### src/rtl/int_pkg.sv
// int_pkg: shared FSM encoding and default constants for the interrupt dispatcher
package int_pkg;
  localparam int MAX_IRQ = 8;
  localparam logic [15:0] VEC_BASE_DEF = 16'h0040;
  localparam logic [15:0] VEC_STRIDE_DEF = 16'd8;
  typedef enum logic [1:0] {ST_IDLE = 2'd0, ST_REQ = 2'd1, ST_DISPATCH = 2'd2} state_t;
endpackage

### src/rtl/prio_enc_lsb.sv
// prio_enc_lsb: lowest-set-bit encoder returning the index and an any-set flag
module prio_enc_lsb #(
  parameter int N = 8,
  localparam int IW = N > 1 ? $clog2(N) : 1
) (
  input  logic [N-1:0]  i_vec,
  output logic [IW-1:0] o_idx,
  output logic          o_valid
);
  always_comb begin
    o_idx = '0;
    for (int i = N - 1; i >= 0; i--) o_idx = i_vec[i] ? IW'(i) : o_idx;
  end
  assign o_valid = |i_vec;
endmodule

### src/rtl/int_dispatch_unit.sv
// int_dispatch_unit: IF/IE/IME registers, fixed-priority arbitration and req/ack vector dispatch
module int_dispatch_unit
  import int_pkg::*;
#(
  parameter int          NUM_IRQ    = 5,
  parameter logic [15:0] VEC_BASE   = VEC_BASE_DEF,
  parameter logic [15:0] VEC_STRIDE = VEC_STRIDE_DEF
) (
  input  logic               clk4_2,
  input  logic               reset,
  input  logic [NUM_IRQ-1:0] irq_req,
  input  logic               if_wr,
  input  logic [NUM_IRQ-1:0] if_wdata,
  input  logic               ie_wr,
  input  logic [NUM_IRQ-1:0] ie_wdata,
  output logic [NUM_IRQ-1:0] if_rdata,
  output logic [NUM_IRQ-1:0] ie_rdata,
  input  logic               ime_set,
  input  logic               ime_reset,
  input  logic               reti,
  input  logic               instr_boundary,
  output logic               int_req,
  input  logic               int_ack,
  output logic               vec_valid,
  output logic [15:0]        vector,
  output logic [NUM_IRQ-1:0] irq_clear,
  output logic               ime,
  output logic               wake
);
  localparam int IW = NUM_IRQ > 1 ? $clog2(NUM_IRQ) : 1;
  if (NUM_IRQ < 1 || NUM_IRQ > MAX_IRQ) begin : g_bad_num_irq
    $error("NUM_IRQ out of range");
  end
  state_t r_state, w_next;
  logic [NUM_IRQ-1:0] r_if, r_ie, r_irq_clear, w_pend, w_if_base, w_arb, w_clr;
  logic [15:0] r_vector, w_vec;
  logic [IW-1:0] w_idx;
  logic r_ime, r_ei_pend, r_vec_valid, w_valid, w_ack;
  assign w_pend = r_if & r_ie;
  // arbitration sees a same-cycle IF write so a cancelling write yields an empty dispatch
  assign w_if_base = if_wr ? if_wdata : r_if;
  assign w_arb = w_if_base & r_ie;
  prio_enc_lsb #(.N(NUM_IRQ)) u_enc (.i_vec(w_arb), .o_idx(w_idx), .o_valid(w_valid));
  assign w_ack = (r_state == ST_REQ) && int_ack;
  assign w_clr = (w_ack && w_valid) ? NUM_IRQ'(1) << w_idx : '0;
  assign w_vec = w_valid ? VEC_BASE + 16'(w_idx) * VEC_STRIDE : 16'h0000;
  always_comb begin
    w_next = ST_IDLE;
    w_next = (r_state == ST_IDLE) ? ((r_ime && |w_pend) ? ST_REQ : ST_IDLE)
           : (r_state == ST_REQ)  ? (int_ack ? ST_DISPATCH : (!r_ime || !(|w_pend)) ? ST_IDLE : ST_REQ)
           : ST_IDLE;
  end
  always_ff @(posedge clk4_2) begin
    if (reset) begin
      r_state     <= ST_IDLE;
      r_if        <= '0;
      r_ie        <= '0;
      r_ime       <= 1'b0;
      r_ei_pend   <= 1'b0;
      r_vec_valid <= 1'b0;
      r_vector    <= 16'h0000;
      r_irq_clear <= '0;
    end else begin
      r_state     <= w_next;
      r_if        <= irq_req | (w_if_base & ~w_clr);
      r_ie        <= ie_wr ? ie_wdata : r_ie;
      r_ime       <= (ime_reset || w_ack) ? 1'b0 : (reti || (r_ei_pend && instr_boundary)) ? 1'b1 : r_ime;
      r_ei_pend   <= (ime_reset || w_ack) ? 1'b0 : ime_set ? 1'b1 : instr_boundary ? 1'b0 : r_ei_pend;
      r_vec_valid <= w_ack;
      r_vector    <= w_ack ? w_vec : r_vector;
      r_irq_clear <= w_clr;
    end
  end
  assign if_rdata  = r_if;
  assign ie_rdata  = r_ie;
  assign ime       = r_ime;
  assign wake      = |w_pend;
  assign int_req   = (r_state == ST_REQ);
  assign vec_valid = r_vec_valid;
  assign vector    = r_vector;
  assign irq_clear = r_irq_clear;
endmodule

### config.mk
export PLATFORM = sky130hd
export DESIGN_NAME = int_dispatch_unit
export DESIGN_NICKNAME = d
export VERILOG_FILES = /design/src/rtl/int_pkg.sv /design/src/rtl/prio_enc_lsb.sv /design/src/rtl/int_dispatch_unit.sv
export SDC_FILE = /design/constraint.sdc
export NUM_CORES = 1
export LEC_CHECK = 0
export ABC_AREA = 1
export CORE_MARGIN = 3
export CORE_UTILIZATION = 35
export DETAILED_ROUTE_END_ITERATION = 8
export HOLD_SLACK_MARGIN = 0.1
export MAX_ROUTING_LAYER = met4
export PLACE_DENSITY_LB_ADDON = 0.08
export SYNTH_ARGS = -nofsm -noshare
export SYNTH_HDL_FRONTEND = slang
export SYNTH_SLANG_ARGS = --single-unit
### constraint.sdc
create_clock -name clk4_2 -period 1.15 [get_ports clk4_2]
set_input_delay 0.23 -clock clk4_2 [delete_from_list [all_inputs] [get_ports clk4_2]]
set_output_delay 0.23 -clock clk4_2 [all_outputs]
set_load 0.005 [all_outputs]
* Yosys cells after proc, flatten, opt, wreduce, memory -nomap -nowiden
Index checks and enable logic that the tools add are counted.
** Operators by class
- Add/sub/neg operators :: 1
- Equality and inequality tests :: 1
- Shift operators :: 1
- Muxes and demuxes :: 15
- Bitwise logic cells :: 5
- Reduce and logical (&&, ||, !) cells :: 14
** Operators with widths (count)
- 5-bit bitwise AND :: 3
- 3-bit 2-to-1 mux :: 5
- 5-bit 2-to-1 mux :: 2
- 5-bit OR reduction :: 2
- 7-bit by 6-bit adder with 8-bit output, first input constant :: 1
- 8-bit 2-to-1 mux :: 1
- 2-bit 2-to-1 mux :: 3
- 5-bit NOT :: 1
- 5-bit OR :: 1
- 1-bit by 3-bit << shifter with 5-bit output, first input constant :: 1
- 1-bit logical AND :: 4
- 1-bit 2-to-1 mux :: 4
- 1-bit logical OR :: 3
- 2-bit by 1-bit == test with 1-bit output, second input constant :: 1
- 1-bit logical NOT :: 2
- 2-bit logical NOT :: 1
- 2-bit nonzero test :: 1
- 2-bit OR reduction :: 1
** Storage, ports and cells
- Bits in registers :: 36
- Input bits :: 24
- Output and inout bits :: 35
- Word-level logic and storage cells :: 45

* Depth between registers and ports, before layout
- Depth in word-level cells :: 12
- Mapped depth :: 9
- Depth with buffers taken out :: 9

* By module
From an unflattened synthesis, not the netlist that was laid out.
** Second synthesis, totals
- Cells, all modules :: 163
- Area, all modules :: 1122.3 um^2
** Modules (own cells, without submodules)
- int_dispatch_unit :: times used 1, cells each 152, area each 1074.8 um^2, sequential area each 480.5 um^2
- prio_enc_lsb :: times used 1, cells each 11, area each 47.5 um^2, sequential area each 0.0 um^2

* Least setup slack after synthesis
Ideal clock, no wire load.
- Kind :: reg2reg
- Start :: register r_state[0]
- End :: register r_if[4] (netlist: if_rdata[4])
- Library setup time :: 0.128 ns
- Arrival :: 0.996 ns
- Required time :: 1.022 ns
- Setup slack :: 0.026 ns
- Cell stages (with the launch flop) :: 8
- Path buffers :: 0
- Clock period less this slack :: 1.124 ns
- Path through :: dfxtp_1 > nand2_1 > nor2_4 > inv_2 > nor2_1 > nand3_2 > a21oi_1 > nor2_1
** On the way
- Word-level cells in the longest chain between the ends :: 7
** RTL lines
- from (decl) :: line int_dispatch_unit.sv:34 : state_t r_state, w_next;
- from (signal assigned) :: line int_dispatch_unit.sv:64 : r_state <= w_next;
- 2-bit by 1-bit == test with 1-bit output :: line int_dispatch_unit.sv:44 : assign w_ack = (r_state == ST_REQ) && int_ack;
- 1-bit logical AND :: line int_dispatch_unit.sv:44
- 1-bit logical AND :: line int_dispatch_unit.sv:45 : assign w_clr = (w_ack && w_valid) ? NUM_IRQ'(1) << w_idx : '0;
- 5-bit 2-to-1 mux :: line int_dispatch_unit.sv:45
- 5-bit NOT :: line int_dispatch_unit.sv:65 : r_if <= irq_req | (w_if_base & ~w_clr);
- 5-bit bitwise AND :: line int_dispatch_unit.sv:65
- 5-bit OR :: line int_dispatch_unit.sv:65
- to (signal assigned) :: line int_dispatch_unit.sv:65
- to (decl) :: line int_dispatch_unit.sv:35 : logic [NUM_IRQ-1:0] r_if, r_ie, r_irq_clear, w_pend, w_if_base, w_arb, w_clr;
Every way passes these cells.
A chain may end at the register's enable or synchronous reset.

* Worst setup path after layout
- Start :: register r_if[2] (netlist: if_rdata[2])
- End :: output wake
** On the way
- Word-level cells in the longest chain between the ends :: 2
** RTL lines
- 5-bit bitwise AND :: line int_dispatch_unit.sv:39 : assign w_pend = r_if & r_ie;
- 5-bit OR reduction :: line int_dispatch_unit.sv:77 : assign wake = |w_pend;
- to (decl) :: line int_dispatch_unit.sv:28 : output logic wake
Every way passes these cells.

==> results.py <==
metrics = {
    "status": {
        "status": "finished, violations left",
        "failed_checks": "negative setup slack",
    },
    "routing": {
        "dr_wl_met2_um": 1851,
        "drc": 0,
        "vias_per_cell": 4.556,
        "ant_nets": 0,
        "wl_met3_um": 219,
        "wl_met1_um": 1401,
        "drtPass1Iterations": 4,
        "drt_first_iter_violations": 28,
        "wl_per_cell_um": 12.57,
        "wl_um": 3571,
        "num_vias": 1294,
        "dr.max_layer_used": "met4",
    },
    "synthesis": {
        "synthDistinctLibCells": 23,
        "ys_ff_latch": 24,
        "synth_area_per_cell_um2": 7.400,
        "netlist_instances": 152,
        "synth_seq_area_share_pct": 42.71,
        "syn_area_um2": 1125,
        "yosysWarnings": 0,
    },
    "timing": {
        "setup_viol": 11,
        "slew_violations": 0,
        "worst_clock_skew_ns": 0.002274,
        "setup_ws_ns": -0.2559,
        "finalCriticalPeriod_ns": 1.406,
        "rsz0062_at_grt": "yes",
        "max_freq_ghz": 0.7113,
        "timing.final.hold_violations": 0,
        "finalCritPeriodShare_pct": 122.2,
    },
    "floorplanning": {
        "die_w_um": 62.69,
        "ios": 59,
        "die_area_um2": 3930,
        "num_rows": 19,
        "start_util_pct": 38.78,
        "coreArea_um2": 2900,
        "die_h_um": 62.69,
    },
    "layout": {
        "antenna_cells": 0,
        "syn2layout_area_growth_pct": 91.99,
        "nets": 267,
        "fill_cells": 218,
        "drive_above_1_share_pct": 52.48,
        "postLayoutCoreUtil_pct": 74.46,
        "final_cell_count_no_fill": 284,
    },
    "critical_path": {
        "cp_max_fo": 2,
        "startpoint_type": "flip-flop",
        "criticalPathCategory": "reg -> out",
        "cp.arrival_ns": 1.18,
        "endpoint_kind": "output pin",
        "crit_required_ns": 0.92,
    },
    "clock_tree": {
        "cts-root-buf": "clkbuf_4",
        "cts_made_buffers": 3,
        "htreeDepth": 1,
        "cts_tree": "built",
        "hold_buffers": 0,
        "clkSinkCount": 24,
        "clk_pin_slew_ns": 0.12,
        "clock_path_buffers": 2,
        "worstSkewPairLatency_ns": 0.31,
    },
    "place": {
        "io_buffer_count": 46,
        "gp_congestion": 0.8020,
        "place_hpwl_um": 2415,
        "dp_cells": 270,
    },
    "global_route": {
        "antenna_found_initial": 0,
        "grt_use_total_pct": 17.11,
        "grt_pass1_wl_um": 5306,
        "grt_overflow_total": 0,
        "grt_max_degree": 14,
        "grt_pass1_vias": 1249,
    },
    "worst_hold_path": {
        "hold_class": "in -> reg",
    },
    "power_and_ir_drop": {
        "ir_worst_vdd_mv": 0.6668,
        "leakagePower_nw": 1.007,
        "powerDensity_nw_per_um2": 862.7,
    },
    "run": {
        "drv_cap": 0,
    },
}
## cell families after synthesis
group                  count (synthesis)  share of synthesized area, %
AOI/OAI and AO/OA                     24                         11.57
buffers and inverters                 41                         17.69
DFF                                   24                         42.71
other                                  1                        0.3334
and+or+nand+nor                       62                         27.70
## state kept, by name, summed over array words and instances, names as in the netlist
register	flops
ie_rdata	5
if_rdata	5
ime	1
irq_clear	5
r_ei_pend	1
r_state	2
vec_valid	1
vector	4
## Yosys cell counts
library cell / number / area (um^2)
a21oi_1: 14 / 70.07
a21oi_2: 1 / 8.760
a31oi_1: 1 / 6.260
buf_1: 1 / 3.750
buf_4: 12 / 90.09
clkbuf_1: 1 / 3.750
conb_1: 1 / 3.750
dfxtp_1: 24 / 480.5
inv_1: 24 / 90.09
inv_2: 3 / 11.26
nand2_1: 26 / 97.59
nand2_2: 1 / 6.260
nand2_4: 2 / 22.52
nand3_1: 6 / 30.03
nand3_2: 3 / 30.03
nand3_4: 1 / 17.52
nand4_1: 2 / 12.51
nor2_1: 18 / 67.56
nor2_4: 2 / 22.52
nor3_1: 1 / 5.000
o211ai_1: 1 / 7.510
o21ai_0: 5 / 25.02
o22ai_1: 2 / 12.51
## critical path: stages, from the launching register on
cell and delay, ns:
dfxtp_2 0.34, inv_2 0.06, o22ai_2 0.09, nor2_2 0.16
nand2_1 0.09, buf_2 0.13
## per-stage QoR
stage | hold slack [ns] | power (mW) | TNS (ns) | cell area, um^2 | setup slack (ns)
detailed placement | 0.4620 | 1.320 | -7.329 | 1829 | -0.5308
global route | 0.4477 | 1.952 | -1.664 | 2160 | -0.2963
finish | 0.4464 | 1.863 | -0.7108 | 2160 | -0.2559
global placement | 0.4430 | 1.315 | -6.648 | 1829 | -0.4772
CTS | 0.4508 | 1.787 | -0.2917 | 1964 | -0.2150
floorplan | 0.3474 | 1.078 | 0 | 1166 | 0.02648
## worst paths after layout
kind | from | endpoint | slack, ns | cells after the start
setup reg to reg | r_state[1]$_SDFF_PP0_ | if_rdata[4]$_SDFF_PP0_ | -0.10 | 7
setup / recovery | if_rdata[2]$_SDFF_PP0_ | wake | -0.26 | 5
hold / removal | irq_req[2] | if_rdata[2]$_SDFF_PP0_ | 0.45 | 3
hold reg to reg | r_ei_pend$_SDFFE_PP0P_ | ime$_SDFFE_PP0P_ | 0.47 | 2
## repair_timing
| action | 4_1_cts | 5_1_grt |
|---|---|---|
| pin swaps | 17 | 24 |
| gates cloned | 0 | 0 |
| endpoints found under the setup margin | 34 | 30 |
| gates resized for setup | 107 | 43 |
| buffers inserted | 6 | 7 |
## final cells by class
type | instances | area (um^2) | share of cell area [%]
Multi-Input combinational cell | 98 | 631.9 | 29.26
Timing Repair Buffer | 89 | 832.0 | 38.53
Clock buffer | 4 | 36.28 | 1.680
Sequential cell | 24 | 503.0 | 23.29
Inverter | 27 | 103.9 | 4.809
Tap cell | 42 | 52.55 | 2.433
## power by group
group | total [mW] | switching (mW) | internal, mW | leakage [nW]
Combinational | 0.538 | 0.237 | 0.301 | 0.784
Clock | 0.434 | 0.241 | 0.193 | 0.0210
Sequential | 0.891 | 0.0227 | 0.868 | 0.203
Total | 1.86 | 0.500 | 1.36 | 1.01
## cells in the final DEF (no fill, tap or decap), drive strengths merged, types with 2 or more instances in the layout
| master | count |
|---|---|
| nand4 | 2 |
| clkdlybuf4s15 | 8 |
| o22ai | 2 |
| clkbuf | 4 |
| dfxtp | 24 |
| a21oi | 15 |
| nand3 | 10 |
| clkdlybuf4s50 | 22 |
| nor2 | 20 |
| buf | 53 |
| inv | 27 |
| dlygate4sd2 | 6 |
| nand2 | 29 |
| conb | 12 |
| o21ai | 5 |
## layer usage
| layer | track usage (%) | up-vias |
|---|---|---|
| li1 | - | 630 |
| met1 | 17.73 | 601 |
| met4 | 7.438 | 0 |
| met2 | 30.23 | 55 |
| met3 | 4.676 | 8 |
| met5 | - | - |
(Power assumes the default switching activity.)
